### src/rtl/addr_load_shift_out.sv
// rtl/addr_load_shift_out.sv - random-access fill buffer drained from slot 0 by shifting
// Words are written by slot address in FILL, then streamed out through Q with valid/ready in DRAIN.
module addr_load_shift_out #(
  parameter int C_WIDTH      = 16,
  parameter int C_DEPTH      = 16,
  parameter int C_ADDR_WIDTH = 4
) (
  input  logic                    CLK,
  input  logic                    ACLR_N,
  input  logic                    SCLR,
  input  logic                    WE,
  input  logic [C_ADDR_WIDTH-1:0] WA,
  input  logic [C_WIDTH-1:0]      WD,
  input  logic                    START,
  input  logic [C_ADDR_WIDTH:0]   LEN,
  output logic [C_WIDTH-1:0]      Q,
  output logic                    Q_VALID,
  input  logic                    Q_READY,
  output logic                    BUSY,
  output logic                    ERR
);

  localparam int LP_CW = C_ADDR_WIDTH + 1;
  localparam int LP_IW = (C_DEPTH > 1) ? $clog2(C_DEPTH) : 1;
  localparam logic [LP_CW-1:0] LP_DEPTH = LP_CW'(C_DEPTH);
  localparam logic [LP_CW-1:0] LP_ONE   = LP_CW'(1);

  typedef enum logic {
    ST_FILL  = 1'b0,
    ST_DRAIN = 1'b1
  } state_t;

  state_t             r_state;
  state_t             w_next_state;
  logic [LP_CW-1:0]   r_count;
  logic [LP_CW-1:0]   w_next_count;
  logic [LP_CW-1:0]   w_len_eff;
  logic [C_WIDTH-1:0] r_slots [C_DEPTH];
  logic               r_err;
  logic               w_wr_en;
  logic               w_shift;
  logic               w_set_err;
  logic               w_xfer;
  logic               w_wa_ok;
  logic [LP_IW-1:0]   w_wa_idx;

  assign w_wa_ok  = ({1'b0, WA} < LP_DEPTH);
  assign w_wa_idx = LP_IW'(WA);
  // Zero or oversize lengths drain the whole buffer.
  assign w_len_eff = ((LEN == '0) || (LEN > LP_DEPTH)) ? LP_DEPTH : LEN;

  assign BUSY    = (r_state == ST_DRAIN);
  assign Q_VALID = (r_state == ST_DRAIN) && (r_count != '0);
  assign Q       = r_slots[0];
  assign ERR     = r_err;
  assign w_xfer  = Q_VALID && Q_READY;

  always_ff @(posedge CLK or negedge ACLR_N) begin
    if (!ACLR_N) begin
      r_state <= ST_FILL;
      r_count <= '0;
      r_err   <= 1'b0;
    end else if (SCLR) begin
      r_state <= ST_FILL;
      r_count <= '0;
      r_err   <= 1'b0;
    end else begin
      r_state <= w_next_state;
      r_count <= w_next_count;
      r_err   <= r_err | w_set_err;
    end
  end

  always_comb begin
    w_next_state = r_state;
    w_next_count = r_count;
    w_wr_en      = 1'b0;
    w_shift      = 1'b0;
    w_set_err    = 1'b0;
    case (r_state)
      ST_FILL: begin
        if (WE) begin
          if (w_wa_ok) w_wr_en = 1'b1;
          else         w_set_err = 1'b1;
        end
        if (START) begin
          w_next_state = ST_DRAIN;
          w_next_count = w_len_eff;
        end
      end
      ST_DRAIN: begin
        if (WE || START) w_set_err = 1'b1;
        if (w_xfer) begin
          w_shift      = 1'b1;
          w_next_count = r_count - LP_ONE;
          if (r_count == LP_ONE) w_next_state = ST_FILL;
        end
      end
      default: w_next_state = ST_FILL;
    endcase
  end

  always_ff @(posedge CLK or negedge ACLR_N) begin
    if (!ACLR_N) begin
      for (int i = 0; i < C_DEPTH; i++) r_slots[i] <= '0;
    end else if (SCLR) begin
      for (int i = 0; i < C_DEPTH; i++) r_slots[i] <= '0;
    end else if (w_shift) begin
      for (int i = 0; i < C_DEPTH - 1; i++) r_slots[i] <= r_slots[i+1];
      r_slots[C_DEPTH-1] <= '0;
    end else if (w_wr_en) begin
      r_slots[w_wa_idx] <= WD;
    end
  end

endmodule

### config.mk
export PLATFORM = sky130hd
export DESIGN_NAME = addr_load_shift_out
export DESIGN_NICKNAME = d
export VERILOG_FILES = /design/src/rtl/addr_load_shift_out.sv
export SDC_FILE = /design/constraint.sdc
export NUM_CORES = 1
export LEC_CHECK = 0
export CELL_PAD_IN_SITES_DETAIL_PLACEMENT = 1
export CELL_PAD_IN_SITES_GLOBAL_PLACEMENT = 2
export CORE_ASPECT_RATIO = 0.7
export CORE_MARGIN = 1.5
export CORE_UTILIZATION = 35
export CTS_CLUSTER_SIZE = 20
export DETAILED_ROUTE_END_ITERATION = 12
export GPL_TIMING_DRIVEN = 0
export PLACE_DENSITY = 0.83
export SLEW_MARGIN = 20
export SYNTH_ARGS = -nofsm -noshare
export SYNTH_HDL_FRONTEND = slang
export SYNTH_SLANG_ARGS = --single-unit
### constraint.sdc
create_clock -name CLK -period 2.5 [get_ports CLK]
set_input_delay 0.5 -clock CLK [delete_from_list [all_inputs] [get_ports CLK]]
set_output_delay 0.5 -clock CLK [all_outputs]
set_load 0.05 [all_outputs]
==> metrics.md, run 1 <==
| Metric | Value |
|---|---|
| Final GP Congestion | `0.869` |
| Synth Area in Compound Gates | `14.3%` |
| #FFs+latches synth | `263` |
| Crit path required time | `2.94 ns` |
| Critical path's most frequent cell | `nor3_1` |
| F_max | `0.409 GHz` |
| Synth warnings | `0` |
| Longest Clk Path Bufs | `3` |
| Sink Count | `263` |
| Worst path bufs/invs | `3` |
| Synth top area share | `47.6%` |
| Non-filler instance count after layout | `2243` |
| Syn-to-layout area delta | `16.8%` |
| CP Class | `in2reg` |
| Sequential share of the synthesized area | `47.6%` |
| Row count | `60` |
| Most common cell after layout, fill and taps aside | `nor3_1` |
| Worst EP arrival | `2.89 ns` |
| Largest net degree at the start of global routing | `87` |
| Synthesized Nets | `1643` |
| Post-synthesis mux area share | `0%` |
| First-pass GRT wire length | `83.6 mm` |
| Routed WL | `53.9 mm` |
| Largest family of logic cells by synthesized area | `simple AND/OR/NAND/NOR gates` |
| Core box area | `38700 um^2` |
| Die ar. | `40700 um^2` |
| Outcome | `finished clean` |
| Slew @ Worst Pin | `0.763 ns` |
| CTS tree | `built` |
| Reg clk slew, reported paths | `0.07 ns` |
| Rel. slew slack | `49.1%` |
| Max-slew violations | `0` |
| Layout Skew | `0.00989 ns` |
| Max-cap violations | `0` |
| Final ANT Viol Nets | `0` |
| Crit. End Element | `register` |
| Top post-synthesis cells by area | `dfrtp_1 48%, nor3_1 17%, a211oi_1 13%, nor2_1 6.6%, clkbuf_1 3.1%` |
| Crit Path Max Fanout | `10` |
| Final Core Density | `41.8%` |
| Post-route DRC | `0` |
| Via count | `13.1k` |
| # H-tree levels | `1` |
| Final net count | `1730` |
| Initial antenna violation count | `0` |
| VDD IR-drop max | `0.000489 V` |
| GR Overflow Total | `0` |
| Power per cell area | `695 nW/um^2` |
| Cells after DPL | `2186` |
| Hpwl dp | `39.1 mm` |
| Simple-gate portion of the synthesized area | `30.3%` |
| Initial Util | `35.8%` |
| N_diodes | `0` |
| Hold Vio Cnt, Final | `0` |
| Synthesized-area fraction occupied by adder cells | `0.362%` |
| Io pins | `50` |
| Avg WL per Cell | `24.0 um` |
| DRT Pass-1 Iters | `5` |
| Worst setup margin | `0.0546 ns` |
| CP max stage cell | `clkbuf_1` |
| Mapped cell area | `13800 um^2` |
| Hold WC Path Type | `in2async` |
| Lkg Pwr | `6.59 nW` |
| Die height | `169 um` |
| Pre-CTS WS | `-0.798 ns` |
| Commonest non-fill, non-tap cells in the layout | `481 x nor3_1, 263 x dfrtp_1, 242 x nor2_1` |
| XOR/XNOR Fraction of Synth Area | `0.0633%` |
| Total Routing Usage GR | `26.8%` |
| Mean Syn Cell Area | `8.60 um^2` |
| CP max stage delay | `0.57 ns` |
| CP delay by family, top | `buffers and inverters` |
| Setup-failing EPs final | `0` |
| Worst-Skew Late Latency | `0.58 ns` |
| Vias in the first global route | `13.4k` |
| Total CTS buffers | `29` |
| Syn Inst Count | `1608` |
| Die X | `241 um` |
| I/O Buffers | `48` |
| Area leader, netlist | `dfrtp_1` |
| Vias per inst | `5.85` |
| First DRT Iteration DRCs | `1124` |
| Root Buffer | `clkbuf_16` |
| Fin crit period | `2.45 ns` |
| Share of layout cells above drive strength 1 | `11.0%` |
| Critical-path cell list | `clkdlybuf4s50_1, nand2b_1, clkbuf_2, clkbuf_1, nor3_1, a211oi_1, nor3_1` |
| Tcrit/Tclk final | `97.8%` |
| Synth unique cells | `35` |
| Worst Setup Start Kind | `primary input` |
[cell usage after synthesis, drive strengths merged]
master and count:
dfrtp 263, a21oi 22, nor4b 1, or3b 16
a31oi 1, xor2 1, a311oi 2, buf 87
nand4bb 2, o21ai 1, nor3 481, or4 1
nand3b 33, nand2 36, nand4b 2, clkbuf 113
a211oi 241, nand2b 3, nor3b 3, nor2 243
a221oi 2, o221ai 1, or4b 3, inv 8
ha 4, and3 1, or2 17, nand3 20
[path summary, 6_finish.rpt]
check	cells past startpoint	slack [ns]	end	from
max	7	0.05	r_slots[29]	WA[0]
min	2	0.36	Q[7]	ACLR_N
max reg2reg	9	0.14	r_slots[140]	r_count[0]
min reg2reg	2	0.52	ERR	ERR
max in group asynchronous	4	1.02	r_slots[108]	ACLR_N
min in group CLK	2	0.52	ERR	ERR
[timing repair]
action,CTS,global route
gates resized for setup,15,37
hold endpoints to repair,23,0
endpoints found under the setup margin,123,223
hold buffers,1,0
buffers inserted,2,2
[routing by layer]
layer	track usage (%)	wire, um
met1	42.3	27400
met2	38.4	22400
met3	3.64	2930
met4	5.66	1140
met5	0	0
[registers in the layout, summed over array words and instances, names as in the netlist]
| name | flops |
|---|---|
| r_slots | 240 |
| Q | 16 |
| r_count | 5 |
| BUSY | 1 |
| ERR | 1 |
[cell families after synthesis]
group           Yosys count
xor+xnor                  1
buf+inv                 208
compound gates          270
fa+ha+maj                 4
flops                   263
simple gates            862
[power by group]
part	leakage, nW	total (mW)	internal, mW	switching, mW
Sequential	3.59	4.78	4.56	0.219
Clock	0.487	4.61	2.72	1.89
Combinational	2.51	1.85	0.635	1.21
Total	6.59	11.2	7.91	3.32
[per-stage QoR]
stage	instance area (um^2)	total power [mW]	hold WS [ns]	setup TNS, ns
floorplan	13800	5.91	0.204	0
global placement	15000	6.59	0.501	-3042.45
CTS	16100	11.3	0.349	0
detailed placement	15100	6.65	0.371	-128.06
finish	16200	11.2	0.358	0
global route	16200	11.7	0.362	-0.00183
[worst register-to-register path: stages, from the launching register on]
cell and delay [ns]:
dfrtp_1 0.43, inv_2 0.10, ha_1 0.16, or4b_4 0.48, and3_1 0.22, buf_6 0.16
buf_6 0.19, buf_6 0.17, a211oi_1 0.22, nor3_1 0.09
[cell type report]
class / count / area, um^2
Clock inverter: 9 / 153
Fill cell: 4566 / 22500
Sequential cell: 263 / 6580
Multi-Input combinational cell: 1137 / 6250
Buffer: 200 / 1040
Timing Repair Buffer: 56 / 603
Clock buffer: 43 / 838
Tap cell: 527 / 659
Inverter: 8 / 30.0
No activity file was read; power rests on OpenSTA's default activity.
==> run 2, diff against run 1 <==
--- a/config.mk
+++ b/config.mk
@@ -6,4 +6,5 @@
 export NUM_CORES = 1
 export LEC_CHECK = 0
+export ABC_CLOCK_PERIOD_IN_PS = 2200
 export CELL_PAD_IN_SITES_DETAIL_PLACEMENT = 1
 export CELL_PAD_IN_SITES_GLOBAL_PLACEMENT = 2
@@ -14,5 +15,5 @@
 export DETAILED_ROUTE_END_ITERATION = 12
 export GPL_TIMING_DRIVEN = 0
-export PLACE_DENSITY = 0.83
+export PLACE_DENSITY = 0.86
 export SLEW_MARGIN = 20
 export SYNTH_ARGS = -nofsm -noshare
==> constraint.sdc (replaced) <==
create_clock -name CLK -period 2.2 [get_ports CLK]
set_input_delay 0.22 -clock CLK [delete_from_list [all_inputs] [get_ports CLK]]
set_output_delay 0.22 -clock CLK [all_outputs]
set_load 0.05 [all_outputs]
==> run 2 against run 1 <==
  * The run now ends with negative setup slack left
  * Critical endpoint is now r_slots[118]
  * Non-clock buffer count increased by 6
  * Global-route usage is 0.65 points higher
  * Setup slack got worse by 0.079 ns
  * Clock skew increased by 0.0012 ns
==> metrics.md, run 2 (synthesis gave the netlist of run 1 again) <==
| Metric | Value |
|---|---|
| Worst-Skew Late Latency | `0.57 ns` |
| Crit path required time | `2.62 ns` |
| Max-slew violations | `0` |
| CP Class | `reg2reg` |
| Unrepaired setup endpoints after global routing | `true` |
| Max-cap violations | `0` |
| # H-tree levels | `1` |
| Power per cell area | `734 nW/um^2` |
| Row count | `60` |
| Dpl cell area | `15100 um^2` |
| First DRT Iteration DRCs | `1171` |
| GR Overflow Total | `0` |
| I/O Buffers | `48` |
| Largest net degree at the start of global routing | `94` |
| Post-route DRC | `0` |
| Syn-to-layout area delta | `25.4%` |
| Fin crit period | `2.22 ns` |
| F_max | `0.450 GHz` |
| Die ar. | `40700 um^2` |
| Rel. slew slack | `46.9%` |
| Final Core Density | `44.8%` |
| Total CTS buffers | `29` |
| Outcome | `finished, violations left` |
| Worst setup margin | `-0.0240 ns` |
| Tcrit/Tclk final | `101%` |
| Setup-failing EPs final | `9` |
| Hold WC Path Type | `in2async` |
| Reg clk slew, reported paths | `0.06 ns` |
| Final GP Congestion | `0.868` |
| N_diodes | `0` |
| TNS Setup | `-0.0887 ns` |
| Initial Util | `35.8%` |
| DRT Pass-1 Iters | `5` |
| Die height | `169 um` |
| Vias in the first global route | `13.9k` |
| Sink Count | `263` |
| Failing checks | `negative setup slack` |
| Core box area | `38700 um^2` |
| Final Total Pwr | `12.7 mW` |
| CTS tree | `built` |
| # fillers | `4461` |
| Via count | `13.5k` |
| Biggest register | `r_slots` |
| Routed WL | `56.1 mm` |
| Die X | `241 um` |
| Commonest non-fill, non-tap cells in the layout | `468 x nor3_1, 262 x dfrtp_1, 242 x nor2_1` |
| Worst Setup Start Kind | `register` |
| Most common cell after layout, fill and taps aside | `nor3_1` |
| Hpwl dp | `38.9 mm` |
| Io pins | `50` |
| Final net count | `1736` |
| Worst EP arrival | `2.64 ns` |
| Slew @ Worst Pin | `0.796 ns` |
| Total Routing Usage GR | `27.4%` |
| Lkg Pwr | `6.95 nW` |
| Root Buffer | `clkbuf_16` |
| Final ANT Viol Nets | `0` |
| Vias per inst | `5.99` |
| Hold Vio Cnt, Final | `0` |
| VDD IR-drop max | `0.000561 V` |
| Layout Skew | `0.0111 ns` |
| Longest Clk Path Bufs | `3` |
| First-pass GRT wire length | `86.0 mm` |
| Share of layout cells above drive strength 1 | `24.4%` |
| Fin area | `17300 um^2` |
| Crit Path Max Fanout | `11` |
| Crit. End Element | `register` |
| Max reg flops | `240` |
| Avg WL per Cell | `25.0 um` |
| Initial antenna violation count | `0` |
-- run 2: worst paths after layout --
kind                             from            to  slack (ns)  cells after the start
setup / recovery           r_count[0]  r_slots[118]       -0.02                      9
hold / removal                 ACLR_N          Q[7]        0.09                      2
setup reg to reg           r_count[0]  r_slots[118]       -0.02                      9
hold reg to reg                   ERR           ERR        0.53                      2
max in group asynchronous      ACLR_N   r_slots[88]        0.51                      5
min in group CLK               LEN[2]    r_count[2]        0.33                      3
-- run 2: final cells by class --
type                            instances  area [um^2]  share of cell area (%)
Buffer                                193         1190                    6.84
Clock buffer                           48          867                    5.00
Clock inverter                          3         40.0                   0.231
Inverter                                8         30.0                   0.173
Multi-Input combinational cell       1137         7250                    41.8
Sequential cell                       263         6580                    38.0
Tap cell                              527          659                    3.80
Timing Repair Buffer                   69          716                    4.13
-- run 2: power breakdown --
part	switching, mW	internal, mW
clock network	2.07	2.77
logic	1.49	0.916
registers	0.292	5.18
total	3.85	8.87
-- run 2: what timing repair did --
action,4_1_cts,5_1_grt
endpoints found under the setup margin,253,256
hold endpoints to repair,116,0
hold buffers,1,0
setup buffers,7,8
gates cloned,0,2
pin swaps,0,4
resized for setup,126,238
-- run 2: critical path, cell delays in order, from the launching register on --
cell and delay [ns]:
dfrtp_1 0.40, inv_2 0.10, ha_4 0.13, or4b_4 0.48, and3_4 0.21, buf_12 0.15, clkbuf_16 0.17, buf_6 0.16
a211oi_4 0.18, nor3_1 0.08
-- run 2: per-stage QoR --
stage / std cells / hold slack (ns) / worst slack, ns
after global placement: 2183 / 0.500 / -11.15
after detailed placement: 2186 / 0.0755 / -0.861
after global routing: 2248 / 0.106 / -0.0797
after CTS: 2244 / 0.0734 / -0.00935
final: 2248 / 0.0884 / -0.0240
after floorplan: 1608 / -0.0756 / 0.114
-- run 2: per-layer routing --
metal	global-route usage, %	routed length, um
met5	0	0
met4	6.59	1350
met3	4.73	3750
met2	39.6	24000
met1	42.1	27000
